**src/rtl/vector_pkg.sv**
```systemverilog
// Shared types and constants for the multi-base control slice.
package vector_pkg;

    typedef enum logic [1:0] {
        ST_RESET     = 2'b00,
        ST_IDLE      = 2'b01,
        ST_EXPLODING = 2'b10,
        ST_NUKED     = 2'b11
    } base_state_t;

    localparam int ANIM_CNT_W = 4;

endpackage

```
**src/rtl/multi_base_control_base_slot.sv**
```systemverilog
// One base: hit compare, explosion counter and lifecycle FSM.
// Optional BASE_REARM_EN adds a rearm input that returns a NUKED base to IDLE.
module base_slot
    import vector_pkg::*;
#(
    parameter int                   OUT_WIDTH   = 8,
    parameter logic [OUT_WIDTH-1:0] X_BASE      = '0,
    parameter logic [OUT_WIDTH-1:0] Y_BASE      = '0,
    parameter int                   HIT_RADIUS  = 2,
    parameter int                   ANIM_FRAMES = 3
) (
    input  logic                 clk,
    input  logic                 rst,
    input  logic [OUT_WIDTH-1:0] xenemy,
    input  logic [OUT_WIDTH-1:0] yenemy,
    input  logic                 enemy_valid,
    input  logic                 frame_tick,
`ifdef BASE_REARM_EN
    input  logic                 rearm,
`endif
    output logic                 nuked,
    output logic                 exploding,
    output logic                 nuked_next
);

    localparam logic [OUT_WIDTH:0]    RADIUS    = HIT_RADIUS[OUT_WIDTH:0];
    localparam logic [ANIM_CNT_W-1:0] ANIM_LAST = ANIM_FRAMES[ANIM_CNT_W-1:0];

    base_state_t           state, state_next;
    logic [ANIM_CNT_W-1:0] cnt, cnt_next, cnt_inc;
    logic [OUT_WIDTH:0]    ex, ey, bx, by, dx, dy;
    logic                  hit;

    // One extra bit keeps the subtraction from wrapping across the coordinate range.
    assign ex  = {1'b0, xenemy};
    assign ey  = {1'b0, yenemy};
    assign bx  = {1'b0, X_BASE};
    assign by  = {1'b0, Y_BASE};
    assign dx  = (ex >= bx) ? ex - bx : bx - ex;
    assign dy  = (ey >= by) ? ey - by : by - ey;
    assign hit = enemy_valid && (dx <= RADIUS) && (dy <= RADIUS);

    assign cnt_inc = cnt + 4'd1;

    always_comb begin
        // NOTE: defaults first so every path assigns every output -- no latches inferred.
        state_next = state;
        cnt_next   = cnt;
        unique case (state)
            ST_RESET: state_next = ST_IDLE;
            ST_IDLE: begin
                if (hit) begin
                    state_next = ST_EXPLODING;
                    cnt_next   = '0;
                end
            end
            ST_EXPLODING: begin
                if (frame_tick) begin
                    cnt_next = cnt_inc;
                    if (cnt_inc == ANIM_LAST) state_next = ST_NUKED;
                end
            end
            ST_NUKED: begin
`ifdef BASE_REARM_EN
                if (rearm) state_next = ST_IDLE;
`endif
            end
            default: state_next = ST_RESET;
        endcase
    end

    assign nuked_next = (state_next == ST_EXPLODING) || (state_next == ST_NUKED);

    always_ff @(posedge clk) begin
        // NOTE: non-blocking assignments for all sequential state, so update order never matters.
        if (rst) begin
            state     <= ST_RESET;
            cnt       <= '0;
            nuked     <= 1'b0;
            exploding <= 1'b0;
        end else begin
            state     <= state_next;
            cnt       <= cnt_next;
            nuked     <= nuked_next;
            exploding <= (state_next == ST_EXPLODING);
        end
    end

endmodule

```
**src/rtl/multi_base_control.sv**
```systemverilog
// Top level: N_BASES independent base slots plus the intact-base count.
// Define BASE_REARM_EN to add the rearm input.
module multi_base_control
    import vector_pkg::*;
#(
    parameter int                           OUT_WIDTH   = 8,
    parameter int                           N_BASES     = 4,
    parameter logic [N_BASES*OUT_WIDTH-1:0] X_BASES     = '0,
    parameter logic [N_BASES*OUT_WIDTH-1:0] Y_BASES     = '0,
    parameter int                           HIT_RADIUS  = 2,
    parameter int                           ANIM_FRAMES = 3
) (
    input  logic                         clk,
    input  logic                         rst,
    input  logic [OUT_WIDTH-1:0]         xenemy,
    input  logic [OUT_WIDTH-1:0]         yenemy,
    input  logic                         enemy_valid,
    input  logic                         frame_tick,
`ifdef BASE_REARM_EN
    input  logic [N_BASES-1:0]           rearm,
`endif
    output logic [N_BASES-1:0]           base_nuked,
    output logic [N_BASES-1:0]           base_exploding,
    output logic [$clog2(N_BASES+1)-1:0] bases_left,
    output logic                         all_nuked
);

    localparam int CW = $clog2(N_BASES + 1);

    logic [N_BASES-1:0] nuked_next;
    logic [CW-1:0]      nuked_cnt;

    for (genvar i = 0; i < N_BASES; i++) begin : g_base
        base_slot #(
            .OUT_WIDTH   (OUT_WIDTH),
            .X_BASE      (X_BASES[i*OUT_WIDTH +: OUT_WIDTH]),
            .Y_BASE      (Y_BASES[i*OUT_WIDTH +: OUT_WIDTH]),
            .HIT_RADIUS  (HIT_RADIUS),
            .ANIM_FRAMES (ANIM_FRAMES)
        ) u_slot (
            .clk         (clk),
            .rst         (rst),
            .xenemy      (xenemy),
            .yenemy      (yenemy),
            .enemy_valid (enemy_valid),
            .frame_tick  (frame_tick),
`ifdef BASE_REARM_EN
            .rearm       (rearm[i]),
`endif
            .nuked       (base_nuked[i]),
            .exploding   (base_exploding[i]),
            .nuked_next  (nuked_next[i])
        );
    end

    // Counting the next-state flags lets the count register on the same edge as base_nuked.
    always_comb begin
        nuked_cnt = '0;
        for (int i = 0; i < N_BASES; i++) nuked_cnt = nuked_cnt + CW'(nuked_next[i]);
    end

    always_ff @(posedge clk) begin
        if (rst) begin
            bases_left <= CW'(N_BASES);
            all_nuked  <= 1'b0;
        end else begin
            bases_left <= CW'(N_BASES) - nuked_cnt;
            all_nuked  <= (nuked_cnt == CW'(N_BASES));
        end
    end

endmodule

```
**config.mk**
```make
export PLATFORM = sky130hd
export DESIGN_NAME = multi_base_control
export DESIGN_NICKNAME = d
export VERILOG_FILES = /design/src/rtl/vector_pkg.sv /design/src/rtl/multi_base_control_base_slot.sv /design/src/rtl/multi_base_control.sv
export SDC_FILE = /design/constraint.sdc
export NUM_CORES = 1
export LEC_CHECK = 0
export ABC_AREA = 0
export CAP_MARGIN = 10
export CORE_ASPECT_RATIO = 0.5
export CORE_MARGIN = 1.5
export CORE_UTILIZATION = 35
export DETAILED_ROUTE_END_ITERATION = 6
export DONT_BUFFER_PORTS = 1
export SLEW_MARGIN = 10
export SYNTH_ARGS = -nofsm -noshare
export SYNTH_HDL_FRONTEND = slang
export SYNTH_SLANG_ARGS = --single-unit
```
**constraint.sdc**
```tcl
create_clock -name clk -period 4.55 [get_ports clk]
set_clock_uncertainty 0.1 [all_clocks]
set_input_delay 1.1375 -clock clk [delete_from_list [all_inputs] [get_ports clk]]
set_output_delay 1.1375 -clock clk [all_outputs]
set_load 0.03 [all_outputs]
```
==> Yosys cells after proc, flatten, opt, wreduce, memory -nomap -nowiden <==
Cells that the tools add are included.
{ "classes": {"n_reduce_logical": 18, "order_cmp": 4, "n_addsub": 10, "n_mux": 27, "eq_ne": 29} }
{ "ops": {"columns": ["op", "count"], "rows": [
  ["4-bit one-hot mux with 2 select lines", 4],
  ["2-bit == test, second input constant", 12],
  ["2-bit 2-to-1 mux", 12],
  ["2-bit one-hot mux with 3 select lines", 4],
  ["4-bit 2-to-1 mux", 5],
  ["9-bit by 2-bit less-or-equal comparator with 1-bit output, second input constant", 2],
  ["9-bit 2-to-1 mux", 2],
  ["1-bit by 8-bit subtractor with 9-bit output, first input constant", 2],
  ["4-bit by 1-bit adder with 4-bit output, second input constant", 4],
  ["4-bit by 2-bit == test with 1-bit output, second input constant", 4],
  ["8-bit by 1-bit >= comparator with 1-bit output, second input constant", 2],
  ["2-bit inequality test, second input constant", 7],
  ["3-bit AND reduction", 4],
  ["2-bit by 1-bit == test with 1-bit output, second input constant", 4],
  ["2-bit zero test", 4],
  ["2-bit nonzero test", 4],
  ["1-bit logical OR", 4],
  ["2-bit by 1-bit adder with 3-bit output", 1],
  ["3-bit by 1-bit adder with 3-bit output", 1],
  ["3-bit == test, second input constant", 1],
  ["3-bit subtractor, first input constant", 1],
  ["1-bit by 1-bit adder with 2-bit output", 1],
  ["1-bit logical AND", 2],
  ["2-bit by 1-bit inequality test with 1-bit output, second input constant", 1]
]} }
{ "word_totals": {"register_bits": 36, "out_inout_bits": 12, "input_bits": 20} }

==> Depth between registers and ports, before layout <==
{ "logic_depth": {"word_depth": 13, "depth_mapped": 15, "depth_no_buf": 14} }

==> Cells and area by module <==
Synthesis repeated with hierarchy kept, for this count alone.
{ "hier_totals": {"cells_unflattened": 244, "hier_area_um2": 2123.3} }
{ "by_module_without_submodules": {"columns": ["module", "instances", "seq_area_each_um2", "area_each_um2", "cells_each"], "rows": [
  ["base_slot", 4, 140.1, 480.5, 56],
  ["multi_base_control", 1, 80.1, 201.4, 20]
]} }

==> Least setup slack after synthesis <==
OpenSTA, ideal clock, no wires.
{ "synth_path": {"kind": "input to register", "start": "input xenemy[0]", "end": "register bases_left[2]", "setup_time_ns": 0.123, "required_time_ns": 4.327, "setup_slack_ns": 0.265, "path_buffers": 1, "t_arrival_ns": 4.062, "path_stages": 15, "cell_sequence": "inv_1 -> ha_1 -> or3_1 -> nand3_1 -> nor4_4 -> buf_6 -> a21oi_1 -> fa_1 -> inv_1 -> ha_1 -> ha_1 -> inv_1 -> ha_1 -> ha_1 -> or2_2"} }
{ "synth_between": {"elab_chain_len": 13, "elab_cells_between_ends": 30, "classes_between": "5 x add/sub; 2 x order compare; 8 x eq/ne; 9 x mux; 6 x reduce/logical"} }
{ "synth_rtl": {"columns": ["element", "line_no", "rtl"], "rows": [
  ["start, declared", "multi_base_control.sv:15", "input logic [OUT_WIDTH-1:0] xenemy,"],
  ["1-bit by 8-bit subtractor with 9-bit output / 8-bit by 1-bit >= comparator with 1-bit output (equally long branches)", "multi_base_control_base_slot.sv:39", "assign dx = (ex >= bx) ? ex - bx : bx - ex;"],
  ["9-bit 2-to-1 mux *", "multi_base_control_base_slot.sv:39", null],
  ["9-bit by 2-bit less-or-equal comparator with 1-bit output *", "multi_base_control_base_slot.sv:41", "assign hit = enemy_valid && (dx <= RADIUS) && (dy <= RADIUS);"],
  ["1-bit logical AND * (2 in series)", "multi_base_control_base_slot.sv:41", null],
  ["2-bit 2-to-1 mux", "multi_base_control_base_slot.sv:52", "if (hit) begin"],
  ["2-bit one-hot mux with 3 select lines", "multi_base_control_base_slot.sv:49", "unique case (state)"],
  ["2-bit == test", "multi_base_control_base_slot.sv:72", "assign nuked_next = (state_next == ST_EXPLODING) || (state_next == ST_NUKED);"],
  ["1-bit logical OR", "multi_base_control_base_slot.sv:72", null],
  ["1-bit by 1-bit adder with 2-bit output", "multi_base_control.sv:59", "for (int i = 0; i < N_BASES; i++) nuked_cnt = nuked_cnt + CW'(nuked_next[i]);"],
  ["2-bit by 1-bit adder with 3-bit output", "multi_base_control.sv:59", null],
  ["3-bit by 1-bit adder with 3-bit output *", "multi_base_control.sv:59", null],
  ["3-bit subtractor *", "multi_base_control.sv:67", "bases_left <= CW'(N_BASES) - nuked_cnt;"],
  ["end signal, assigned", "multi_base_control.sv:64", "bases_left <= CW'(N_BASES);"],
  ["end signal, assigned", "multi_base_control.sv:67", null],
  ["end, declared", "multi_base_control.sv:24", "output logic [$clog2(N_BASES+1)-1:0] bases_left,"]
]} }
Mark *: on every way between the ends. The rest lies on a longest branch, timed or not.
A chain may end at the register's enable or synchronous reset.

==> Final worst setup path <==
{ "layout_path": {"start": "input xenemy[6]", "end": "register bases_left[2]"} }
Same word-level chain as after synthesis.

==> flow_metrics.env <==
export IMPL_status="finished clean"
export IMPL_clock_latency_ns=0.28
export IMPL_cts_tree="yes"
export IMPL_rr_startpoint="g_base[0].u_slot.state[0]"
export IMPL_row_count=19
export IMPL_finalHoldViolCount=0
export IMPL_crit_buf_inv=2
export IMPL_synth_top_family_by_area="simple AND/OR/NAND/NOR gates"
export IMPL_yosys_area_share_adder_pct=9.77
export IMPL_endpoint_kind="flip-flop"
export IMPL_ant_nets=0
export IMPL_yosysWarnings=0
export IMPL_slowest_stage="nor4_4"
export IMPL_reg2reg_to="bases_left[2]"
export IMPL_htreeDepth=2
export IMPL_drive_above_1_share_pct=8.92
export IMPL_maxCapViolations=0
export IMPL_p_int_mw=0.582
export IMPL_dp_hpwl_um=2760
export IMPL_pwr_share_seq_pct=44.2
export IMPL_vias_per_cell=5.21
export IMPL_final_fill_count=559
export IMPL_cts_made_buffers=5
export IMPL_rsz0062_at_grt="false"
export IMPL_crit_type="input port to flip-flop"
export IMPL_core_area_um2=5490
export IMPL_synth_area_per_cell_um2=9.21
export IMPL_synth_top_area_cell="dfxtp_1"
export IMPL_postCtsSetupBuffers=0
export IMPL_final_setup_tns_ns=0
export IMPL_yosys_area_share_simple_pct=21.6
export IMPL_port_buffers=0
export IMPL_synth_nets=252
export IMPL_synth_compound_area_share_pct=17.4
export IMPL_power_density_nw_per_um2=332
export IMPL_combPwrFrac_pct=2.6
export IMPL_ys_ff_latch=36
export IMPL_setup_viol=0
export IMPL_period_needed_ns=4.25
export IMPL_clk_path_buf_depth=2
export IMPL_grt_pass1_vias=1442
export IMPL_die_width_um=110
export IMPL_relSlewSlack_pct=49.2
export IMPL_hold_depth=2
export IMPL_hold_end="g_base[2].u_slot.cnt[1]"
export IMPL_worstPathArrival_ns=4.31
export IMPL_ys_types=44
export IMPL_path_clk_slew_ns=0.05
export IMPL_hp_class="flip-flop to flip-flop"
export IMPL_grtUsageTotal_pct=13.5
export IMPL_wl_per_cell_um=13.3
export IMPL_min_from="g_base[2].u_slot.cnt[1]"
export IMPL_cts_hold_buf=0
export IMPL_dpl_cell_area_um2=2010
export IMPL_synth_xor_area_share_pct=6.14
export IMPL_first_iter_violations=27
export IMPL_antenna_found_initial=0
export IMPL_path_depth=12
export IMPL_grt_max_degree=34
export IMPL_r2r_slack_ns=1.99
export IMPL_synthCells=217
export IMPL_drcViolationCount=0
export IMPL_synth_area_top_cells="dfxtp_1, ha_1, a22o_1, nor2b_1, xnor2_1"
export IMPL_antennaDiodeCount=0
export IMPL_grt_pass1_wl_um=6490
export IMPL_seq_area_frac_synth_pct=36.1
export IMPL_worst_pin_slew_ns=0.756
export IMPL_place_congestion=0.766
export IMPL_finalInstanceArea_um2=2180
export IMPL_die_y_um=56.4
export IMPL_cp_max_fo=15
export IMPL_dr_pass1_iters=4
export IMPL_synth_top_cell_area_share_pct=36.1
export IMPL_fmax_mhz=235
export IMPL_ctsResizeCount=0
export IMPL_rr_worst_depth=9
export IMPL_hold_slack_ns=0.425
export IMPL_synthMuxAreaShare_pct=0.564
export IMPL_max_stage_delay_ns=0.71
export IMPL_clockRootBuffer="clkbuf_16"
export IMPL_area_delta_synth_final_pct=9.20
export IMPL_crit_chain="nor4_2, o221ai_2, nor4_4, a21oi_1, fa_1, inv_1, ha_1, ha_1, inv_1, ha_1, ha_1, or2_2"
export IMPL_finalPower_mw=0.724
export IMPL_leakage_nw=0.775
export IMPL_p_clk_share_pct=53.2
export IMPL_critical_path_top_delay_family="adder cells"
export IMPL_fin_nets=247
export IMPL_netSwitchingFraction_pct=19.5
export IMPL_vias=1490
export IMPL_path_common_cell="ha_1"
export IMPL_switchingPower_mw=0.141
export IMPL_wl_um=3810
export IMPL_gr_total_overflow=0
export IMPL_syn_area_um2=2000
export IMPL_worst_ir_drop_vdd_v=0.000164
export IMPL_start_util_pct=36.4
export IMPL_fp_dieArea_um2=6200
export IMPL_worstPathRequired_ns=4.61
export IMPL_ioPinCount=32
export IMPL_setup_worst_path_start_class="input port"
export IMPL_slew_viol_final=0
export IMPL_clock_sinks=36
export IMPL_period_share_pct=93.5
[final cells by class]
cell class | instances | area, um^2 | area share (%)
well taps | 73 | 91.3 | 4.19
flip-flops and latches | 36 | 721 | 33.0
inverters | 17 | 63.8 | 2.92
multi-input cells | 148 | 1110 | 50.8
repair buffers | 4 | 30.0 | 1.38
clock buffers | 5 | 125 | 5.73
clock inverters | 3 | 42.5 | 1.95
[layout by cell type (no fill, tap or decap), types with 2 or more instances in the layout]
cell       instances
nand3b_1           4
nand2b_1           3
o21a_1             3
nor3b_1            3
clkbuf_16          5
nor4_1             5
nor2_1            10
or3_1              4
a211oi_1           8
a22o_1             9
o21ai_0            2
dfxtp_1           36
buf_4              4
a311oi_1           2
nor3_1             5
ha_1              14
a21oi_1           11
a41oi_1            3
nand3_1           10
and3_1             2
o32ai_1            2
nor4_2             2
xor2_1             6
xnor2_1            8
nand2_1            5
nor2b_1           12
inv_1             16
[metrics by stage]
step                setup WS, ns  util [%]  instances
CTS                        0.270      39.7        286
global placement          0.0373      36.7        278
detailed placement       -0.0161      36.7        278
global route             0.00864      39.7        286
floorplan                  0.265         -        217
finish                     0.297      39.7        286
[power by group through the flow]
stage / sequential, mW / combinational, mW / clock (mW)
finish: 0.320 / 0.0190 / 0.385
global route: 0.320 / 0.0216 / 0.410
CTS: 0.320 / 0.0193 / 0.395
detailed placement: 0.327 / 0.0192 / 0
global placement: 0.327 / 0.0187 / 0
floorplan: 0.326 / 0.0192 / 0
[worst max path at each step]
stage | startpoint | end | slack (ns)
2_1_floorplan | xenemy[0] | bases_left[2] | 0.27
3_3_place_gp | xenemy[0] | bases_left[2] | 0.04
3_5_place_dp | xenemy[6] | bases_left[2] | -0.02
4_1_cts | xenemy[0] | bases_left[2] | 0.27
5_1_grt | xenemy[6] | bases_left[2] | 0.009
6_report | xenemy[6] | bases_left[2] | 0.30
[routing by layer]
| layer | wire (um) | global-route usage (%) |
|---|---|---|
| met3 | 230 | 4.65 |
| met1 | 1800 | 17.1 |
| met5 | 0 | 0 |
| met4 | 27 | 3.34 |
| met2 | 1750 | 22.1 |
[cells by family (layout without fill, tap and decap cells)]
| group | after synthesis | in the layout |
|---|---|---|
| multiplexers | 1 | 1 |
| AND/OR/NAND/NOR | 71 | 71 |
| XOR/XNOR | 14 | 14 |
| flip-flops | 36 | 36 |
| AO/OA/AOI/OAI | 47 | 47 |
| adder cells (fa/ha/maj) | 15 | 15 |
| buffers and inverters | 33 | 29 |
[cells in the mapped netlist (all sizes together)]
library cell / number
nor4: 8
a21o: 1
a31oi: 1
clkinv: 1
nand4: 1
a311oi: 2
o32ai: 2
nand3: 10
nand2: 5
or3: 5
nand2b: 3
clkbuf: 6
and3: 2
xnor2: 8
nor2b: 12
a21oi: 11
a41oi: 3
or2: 1
buf: 10
o21a: 3
o221ai: 1
inv: 16
nor2: 10
dfxtp: 36
mux2: 1
a211oi: 8
fa: 1
a211o: 1
a22o: 9
nor3: 5
nor3b: 3
o21ai: 3
xor2: 6
and2: 1
o41ai: 1
nand3b: 4
and3b: 1
a221oi: 1
ha: 14
[flip-flops by register name, indices dropped and copies added (netlist names)]
signal                   flops
g_base.u_slot.exploding      4
g_base.u_slot.nuked          4
g_base.u_slot.state          8
all_nuked                    1
g_base.u_slot.cnt           16
bases_left                   3
[worst register-to-register path: stages, from the launching register on]
cell,delay (ns)
dfxtp_1,0.43
a21oi_1,0.13
fa_1,0.56
inv_1,0.04
ha_1,0.18
ha_1,0.27
inv_1,0.04
ha_1,0.17
ha_1,0.27
or2_2,0.26
(Power assumes the default switching activity.)
